**config.mk**
```make
export PLATFORM = sky130hd
export DESIGN_NAME = i2c_slave_regfile
export DESIGN_NICKNAME = d
export VERILOG_FILES = /design/src/rtl/i2c_slave_regfile.sv
export SDC_FILE = /design/constraint.sdc
export NUM_CORES = 1
export LEC_CHECK = 0
export CAP_MARGIN = 10
export CORE_ASPECT_RATIO = 1.4
export CORE_MARGIN = 8
export CORE_UTILIZATION = 45
export DETAILED_ROUTE_END_ITERATION = 8
export DONT_BUFFER_PORTS = 1
export PLACE_DENSITY_LB_ADDON = 0.15
export SLEW_MARGIN = 5
export SYNTH_ARGS = -nofsm -noshare
export SYNTH_HDL_FRONTEND = slang
export SYNTH_SLANG_ARGS = --single-unit
```
**constraint.sdc**
```tcl
create_clock -name clk -period 8.3 [get_ports clk]
set_input_delay 0 -clock clk [delete_from_list [all_inputs] [get_ports clk]]
set_output_delay 0 -clock clk [all_outputs]
set_load 0.02 [all_outputs]
```
**src/rtl/i2c_slave_regfile.sv**
```systemverilog
// I2C target with a NUM_REGS x 8 register file, auto-incrementing pointer and host-side access port.
// SCL/SDA are synchronised and glitch-filtered on clk; host_rdata is combinational, I2C commits are strobed.
module i2c_slave_regfile #(
    parameter logic [6:0] SLAVE_ADDR = 7'h2A,
    parameter int         NUM_REGS   = 16,
    parameter int         FILTER_LEN = 3,
    localparam int        PTR_W      = $clog2(NUM_REGS)
) (
    input  logic             clk,
    input  logic             rst,
    input  logic             scl_i,
    input  logic             sda_i,
    output logic             sda_oe,
    input  logic             host_we,
    input  logic [PTR_W-1:0] host_addr,
    input  logic [7:0]       host_wdata,
    output logic [7:0]       host_rdata,
    output logic             i2c_wr_pulse,
    output logic [PTR_W-1:0] i2c_wr_addr,
    output logic [7:0]       i2c_wr_data,
    output logic             busy
);
    localparam int CNT_W = $clog2(FILTER_LEN + 1);

    typedef enum logic [3:0] {
        IDLE, ADDR, ADDR_ACK, PTR, PTR_ACK, WDATA, WDATA_ACK, RDATA, RDATA_ACK
    } state_t;

    state_t           state_q, state_d;
    logic [1:0]       sync1_q, sync1_d, sync2_q, sync2_d;
    logic [1:0]       filt_q, filt_d, filt_prev_q, filt_prev_d;
    logic [CNT_W-1:0] cnt_q [2];
    logic [CNT_W-1:0] cnt_d [2];
    logic [2:0]       bit_cnt_q, bit_cnt_d;
    logic [7:0]       shift_q, shift_d;
    logic             ph_q, ph_d, rw_q, rw_d;
    logic [PTR_W-1:0] ptr_q, ptr_d;
    logic             sda_oe_q, sda_oe_d, wr_pulse_q, wr_pulse_d;
    logic [PTR_W-1:0] wr_addr_q, wr_addr_d;
    logic [7:0]       wr_data_q, wr_data_d;
    logic [7:0]       regs_q [NUM_REGS];
    logic [7:0]       regs_d [NUM_REGS];

    logic scl_rise, scl_fall, start_det, stop_det, byte_done, ptr_ok, host_in_range;
    logic [7:0]       rx_byte;
    logic [PTR_W-1:0] next_ptr;

    // Filters preset to the idle-bus level so reset never fabricates a START.
    always_ff @(posedge clk or posedge rst) begin
        if (rst) begin
            sync1_q     <= 2'b11;
            sync2_q     <= 2'b11;
            filt_q      <= 2'b11;
            filt_prev_q <= 2'b11;
            cnt_q[0]    <= '0;
            cnt_q[1]    <= '0;
            state_q     <= IDLE;
            bit_cnt_q   <= 3'd7;
            shift_q     <= '0;
            ph_q        <= 1'b0;
            rw_q        <= 1'b0;
            ptr_q       <= '0;
            sda_oe_q    <= 1'b0;
            wr_pulse_q  <= 1'b0;
            wr_addr_q   <= '0;
            wr_data_q   <= '0;
            for (int i = 0; i < NUM_REGS; i++) regs_q[i] <= '0;
        end else begin
            sync1_q     <= sync1_d;
            sync2_q     <= sync2_d;
            filt_q      <= filt_d;
            filt_prev_q <= filt_prev_d;
            cnt_q[0]    <= cnt_d[0];
            cnt_q[1]    <= cnt_d[1];
            state_q     <= state_d;
            bit_cnt_q   <= bit_cnt_d;
            shift_q     <= shift_d;
            ph_q        <= ph_d;
            rw_q        <= rw_d;
            ptr_q       <= ptr_d;
            sda_oe_q    <= sda_oe_d;
            wr_pulse_q  <= wr_pulse_d;
            wr_addr_q   <= wr_addr_d;
            wr_data_q   <= wr_data_d;
            regs_q      <= regs_d;
        end
    end

    always_comb begin
        sync1_d     = {sda_i, scl_i};
        sync2_d     = sync1_q;
        filt_prev_d = filt_q;
        filt_d      = filt_q;
        cnt_d[0]    = '0;
        cnt_d[1]    = '0;
        for (int i = 0; i < 2; i++) begin
            if (sync2_q[i] != filt_q[i]) begin
                if (cnt_q[i] == CNT_W'(FILTER_LEN - 1)) filt_d[i] = sync2_q[i];
                else                                     cnt_d[i] = cnt_q[i] + 1'b1;
            end
        end

        // Index 0 is SCL, index 1 is SDA.
        scl_rise  = filt_q[0] & ~filt_prev_q[0];
        scl_fall  = ~filt_q[0] & filt_prev_q[0];
        start_det = filt_q[0] & filt_prev_q[0] & filt_prev_q[1] & ~filt_q[1];
        stop_det  = filt_q[0] & filt_prev_q[0] & ~filt_prev_q[1] & filt_q[1];
        rx_byte   = {shift_q[6:0], filt_q[1]};
        byte_done = scl_rise && (bit_cnt_q == 3'd0);
        ptr_ok    = ({1'b0, rx_byte} < 9'(NUM_REGS));
        next_ptr  = (ptr_q == PTR_W'(NUM_REGS - 1)) ? '0 : ptr_q + 1'b1;
        host_in_range = ({1'b0, host_addr} < (PTR_W + 1)'(NUM_REGS));

        state_d    = state_q;
        bit_cnt_d  = bit_cnt_q;
        shift_d    = shift_q;
        ph_d       = ph_q;
        rw_d       = rw_q;
        ptr_d      = ptr_q;
        sda_oe_d   = sda_oe_q;
        wr_pulse_d = 1'b0;
        wr_addr_d  = wr_addr_q;
        wr_data_d  = wr_data_q;
        regs_d     = regs_q;
        if (host_we && host_in_range) regs_d[host_addr] = host_wdata;

        if (start_det) begin
            state_d   = ADDR;
            bit_cnt_d = 3'd7;
            sda_oe_d  = 1'b0;
            ph_d      = 1'b0;
        end else if (stop_det) begin
            state_d  = IDLE;
            sda_oe_d = 1'b0;
            ph_d     = 1'b0;
        end else begin
            if ((state_q == ADDR || state_q == PTR || state_q == WDATA) && scl_rise) begin
                shift_d   = rx_byte;
                bit_cnt_d = bit_cnt_q - 3'd1;
            end
            case (state_q)
                IDLE: ;
                ADDR: if (byte_done) begin
                    if (rx_byte[7:1] == SLAVE_ADDR) begin
                        state_d = ADDR_ACK;
                        rw_d    = rx_byte[0];
                    end else begin
                        state_d = IDLE;
                    end
                end
                PTR: if (byte_done) begin
                    if (ptr_ok) begin
                        ptr_d   = rx_byte[PTR_W-1:0];
                        state_d = PTR_ACK;
                    end else begin
                        state_d = IDLE;
                    end
                end
                WDATA: if (byte_done) begin
                    // Written after the host write above, so the I2C byte wins a same-index collision.
                    regs_d[ptr_q] = rx_byte;
                    wr_pulse_d    = 1'b1;
                    wr_addr_d     = ptr_q;
                    wr_data_d     = rx_byte;
                    ptr_d         = next_ptr;
                    state_d       = WDATA_ACK;
                end
                ADDR_ACK, PTR_ACK, WDATA_ACK: begin
                    if (scl_rise) ph_d = 1'b1;
                    if (scl_fall) begin
                        if (!ph_q) begin
                            sda_oe_d = 1'b1;
                        end else begin
                            ph_d      = 1'b0;
                            bit_cnt_d = 3'd7;
                            sda_oe_d  = 1'b0;
                            if (state_q == ADDR_ACK && rw_q) begin
                                shift_d  = regs_q[ptr_q];
                                sda_oe_d = ~regs_q[ptr_q][7];
                                state_d  = RDATA;
                            end else if (state_q == ADDR_ACK) begin
                                state_d = PTR;
                            end else begin
                                state_d = WDATA;
                            end
                        end
                    end
                end
                RDATA: begin
                    if (scl_fall) begin
                        shift_d  = {shift_q[6:0], 1'b0};
                        sda_oe_d = ~shift_q[6];
                    end
                    if (scl_rise) begin
                        bit_cnt_d = bit_cnt_q - 3'd1;
                        if (bit_cnt_q == 3'd0) state_d = RDATA_ACK;
                    end
                end
                RDATA_ACK: begin
                    if (scl_rise) begin
                        if (filt_q[1]) begin
                            state_d  = IDLE;
                            sda_oe_d = 1'b0;
                        end else begin
                            ph_d  = 1'b1;
                            ptr_d = next_ptr;
                        end
                    end
                    if (scl_fall) begin
                        if (!ph_q) begin
                            sda_oe_d = 1'b0;
                        end else begin
                            ph_d      = 1'b0;
                            bit_cnt_d = 3'd7;
                            shift_d   = regs_q[ptr_q];
                            sda_oe_d  = ~regs_q[ptr_q][7];
                            state_d   = RDATA;
                        end
                    end
                end
                default: state_d = IDLE;
            endcase
        end
    end

    always_comb begin
        sda_oe       = sda_oe_q;
        i2c_wr_pulse = wr_pulse_q;
        i2c_wr_addr  = wr_addr_q;
        i2c_wr_data  = wr_data_q;
        busy         = (state_q != IDLE) && (state_q != ADDR);
        host_rdata   = '0;
        if (host_in_range) host_rdata = regs_q[host_addr];
    end
endmodule

```
==> impl_results.md <==
* Final #Nets at 939
* Vias in the first global route at roughly 7500
* DRT antenna net count at 0
* Worst EP required at 8590 ps
* DRC viols at 0
* Final Total Pwr at between 2 and 3 mW
* Fin. Hold Viols at 0
* Peak supply drop at between 100 and 150 uV
* Crit end category: register
* Post-Synthesis Net Count at 980
* P_leak at 4.75 nW
* Mapped Avg Cell Area at 11.1 sq um
* Seq/Total Area, Yosys at 41.1%
* Worst-Margin Slew at 1130 ps
* Yosys top cell area share at between 30% and 40%
* Initial antenna violation count at 3
* First-pass GRT wire length at 49.8 mm
* Relative slew slack at 24.6%
* Status: finished, final reports clean
* Setup TNS at 0 ps
* RD Place Congestion at roughly 0.86
* CTS Sinks at approximately 170
* RSZ-0062 raised after global routing: no
* Starting Density at 45.8%
* Worst path bufs/invs at 1
* Simple-gate share of the synthesized area at roughly an eighth
* Top post-synthesis cells by count: dfrtp_1, mux2i_1, nor2_1
* Worst hold-check path type: input pin to asynchronous set/reset pin
* Root buf cell: clkbuf_16
* Crit path kind: register to register
* Post-synthesis adder-cell area fraction at 1.06%
* Total Routing Usage GR at 22.9%
* CP Launch Type: register
* Most frequent cell after synthesis: dfrtp_1
* Utilization after layout at 49.1%
* CTS Buf Count at 17
* Final WL at 32.1 mm
* Post-DP HPWL at 21.3 mm
* Layout cell share with drive strength beyond 1 at 18.0%
* Vias at 7702
* Clock skew at ~13 ps
* Main flop type after synthesis: dfrtp_1
* Yosys warnings at 0
* Core area at approximately 0.023 sq mm
* Port bufs at 0
* Worst skew pair latency at 450 ps
* Clock transition at the registers of the reported paths at around 70 ps
* Tcrit/Tclk final at 41.0%
* Worst setup margin at 4900 ps
* Die width at 146 um
* Complex-gate fraction of the synthesized area at roughly a tenth
* Post-Place Setup Slack at 4910 ps
* Top Family by Delay on Critical Path: simple AND/OR/NAND/NOR gates
* TritonCTS clock tree: done
* Synth-to-layout area growth at 7.33%
* EDFF count, synth at 0
* Synth top area cells: dfrtp_1, mux4_2, mux2i_1
* Routed WL per cell at 26.0 um
* FP Rows at 66
* Worst Path Arrival at about 3700 ps
* Synth Register Bits at between 150 and 200
* Largest family of logic cells by synthesized area: multiplexers
* Starting DRT DRC Count at 675
* Boundary pin count at 40
* Worst-path maximum fanout at 25
* F_max at 294 MHz
* Filler instances at 2084
* Cell taking the most area after synthesis: dfrtp_1
* Final Max Slew Viols at 0
* CP max-delay cell: a2111oi_4
* Min Tclk post-route at ~3400 ps
* Mux share of post-synthesis cell area at between 30% and 40%
* Cells after synthesis at 954
* MaxCap Viol Count at 0
* Drt first pass iters at 6
* Largest net degree at the start of global routing at 67
* PwrDens at approximately 240 mW/mm^2
* Post-Syn Area at 0.0106 sq mm
* Synth Area in XOR/XNOR at 0.247%
* CP max stage delay at around 630 ps
* Die area at 0.0288 sq mm
* Cells after DPL at ~1200
* Post-CTS sizing at 0
* Async SR Flop Fraction at 100%
* H-tree levels at 4
* Library cells used by synthesis at 64
* Cell Chain, Critical Path: ha_1 > nand3b_1 > a2111oi_4 > buf_4 > nand4_1 > nor2_1 > a21oi_1
* Vias per cell at 6.25
* Die height at about 200 um
* Final non-filler cell total at 1233
* Endpoints failing setup at 0
* Bufs on Longest Clock Path at 2
* GRT overflow at 0
-- final cells by class --
cell class	count	area, sq um	area share (%)
inverters	13	53.8	0.472
clock buffers	23	478	4.19
well taps	306	383	3.36
flip-flops and latches	174	4370	38.3
diodes	1	2.50	0.0220
repair buffers	22	193	1.69
multi-input cells	685	5810	51.0
clock inverters	9	110	0.966
-- metrics by stage --
step	area, sq um	hold slack [ps]
after global routing	11400	70.2
after CTS	11400	45.1
after detailed placement	10700	-95.0
after floorplan	10600	4.48
after global placement	10700	-101
final	11400	36.5
-- metal layers --
layer,GRT usage (%),routed length [um],up-vias
met2,39.6,16600,267
met1,27.8,12800,3937
met3,4.59,1800,65
met5,0,12,-
met4,8.66,873,2
li1,-,-,3431
-- worst paths after layout --
check | end | slack, ps | depth (start not counted) | from
setup / recovery | regs_q[21]$_DFF_PP0_ | 4900 | 7 | filt_prev_d[0]$_DFFE_PP1P_
hold / removal | i2c_wr_pulse$_DFF_PP0_ | 40 | 2 | rst
setup reg to reg | regs_q[21]$_DFF_PP0_ | 4900 | 7 | filt_prev_d[0]$_DFFE_PP1P_
min in group clk | sync1_q[1]$_DFF_PP1_ | 90 | 1 | sda_i
hold reg to reg | sync2_q[0]$_DFF_PP1_ | 360 | 0 | sync1_q[0]$_DFF_PP1_
max in group asynchronous | shift_q[6]$_DFFE_PP0N_ | 7000 | 3 | rst
-- logic make-up after synthesis --
group                    after synthesis
adder cells (fa/ha/maj)                9
AND/OR/NAND/NOR                      255
XOR/XNOR                               3
buffers and inverters                 95
multiplexers                         223
AO/OA/AOI/OAI                        195
flip-flops                           174
-- sequential cells by signal, summed over array words and instances, names as in the netlist --
name	cells
filt_prev_q	2
sync2_q	2
bit_cnt_q	3
state_q	4
i2c_wr_data	8
ptr_q	4
i2c_wr_addr	4
i2c_wr_pulse	1
sync1_q	2
sda_oe	1
shift_q	7
regs_q	128
ph_q	1
rw_q	1
cnt_q	4
filt_prev_d	2
-- timing repair --
item / CTS / global route
hold buffers: 11 / 0
setup endpoints to repair: 0 / 0
setup buffers: 0 / 0
hold endpoints to repair: 173 / 0
-- placed cells by master (no fill, tap or decap), drive strengths merged, types with 12 or more instances in the layout --
master  synthesis  routed
nand2          56      56
mux4           79      79
inv            13      12
dfrtp         163     163
o21ai          47      47
a21oi         108     108
nor2          121     121
nand3          14      14
clkbuf         43      23
mux2           13      13
mux2i         131     131
-- power breakdown --
| group | internal [mW] | switching, mW | leakage (nW) |
|---|---|---|---|
| Combinational | 0.321 | 0.297 | 2.46 |
| Sequential | 1.04 | 0.222 | 2.00 |
| Clock | 0.468 | 0.355 | 0.279 |
| Total | 1.83 | 0.874 | 4.75 |
No activity file was read; power rests on OpenSTA's default activity.
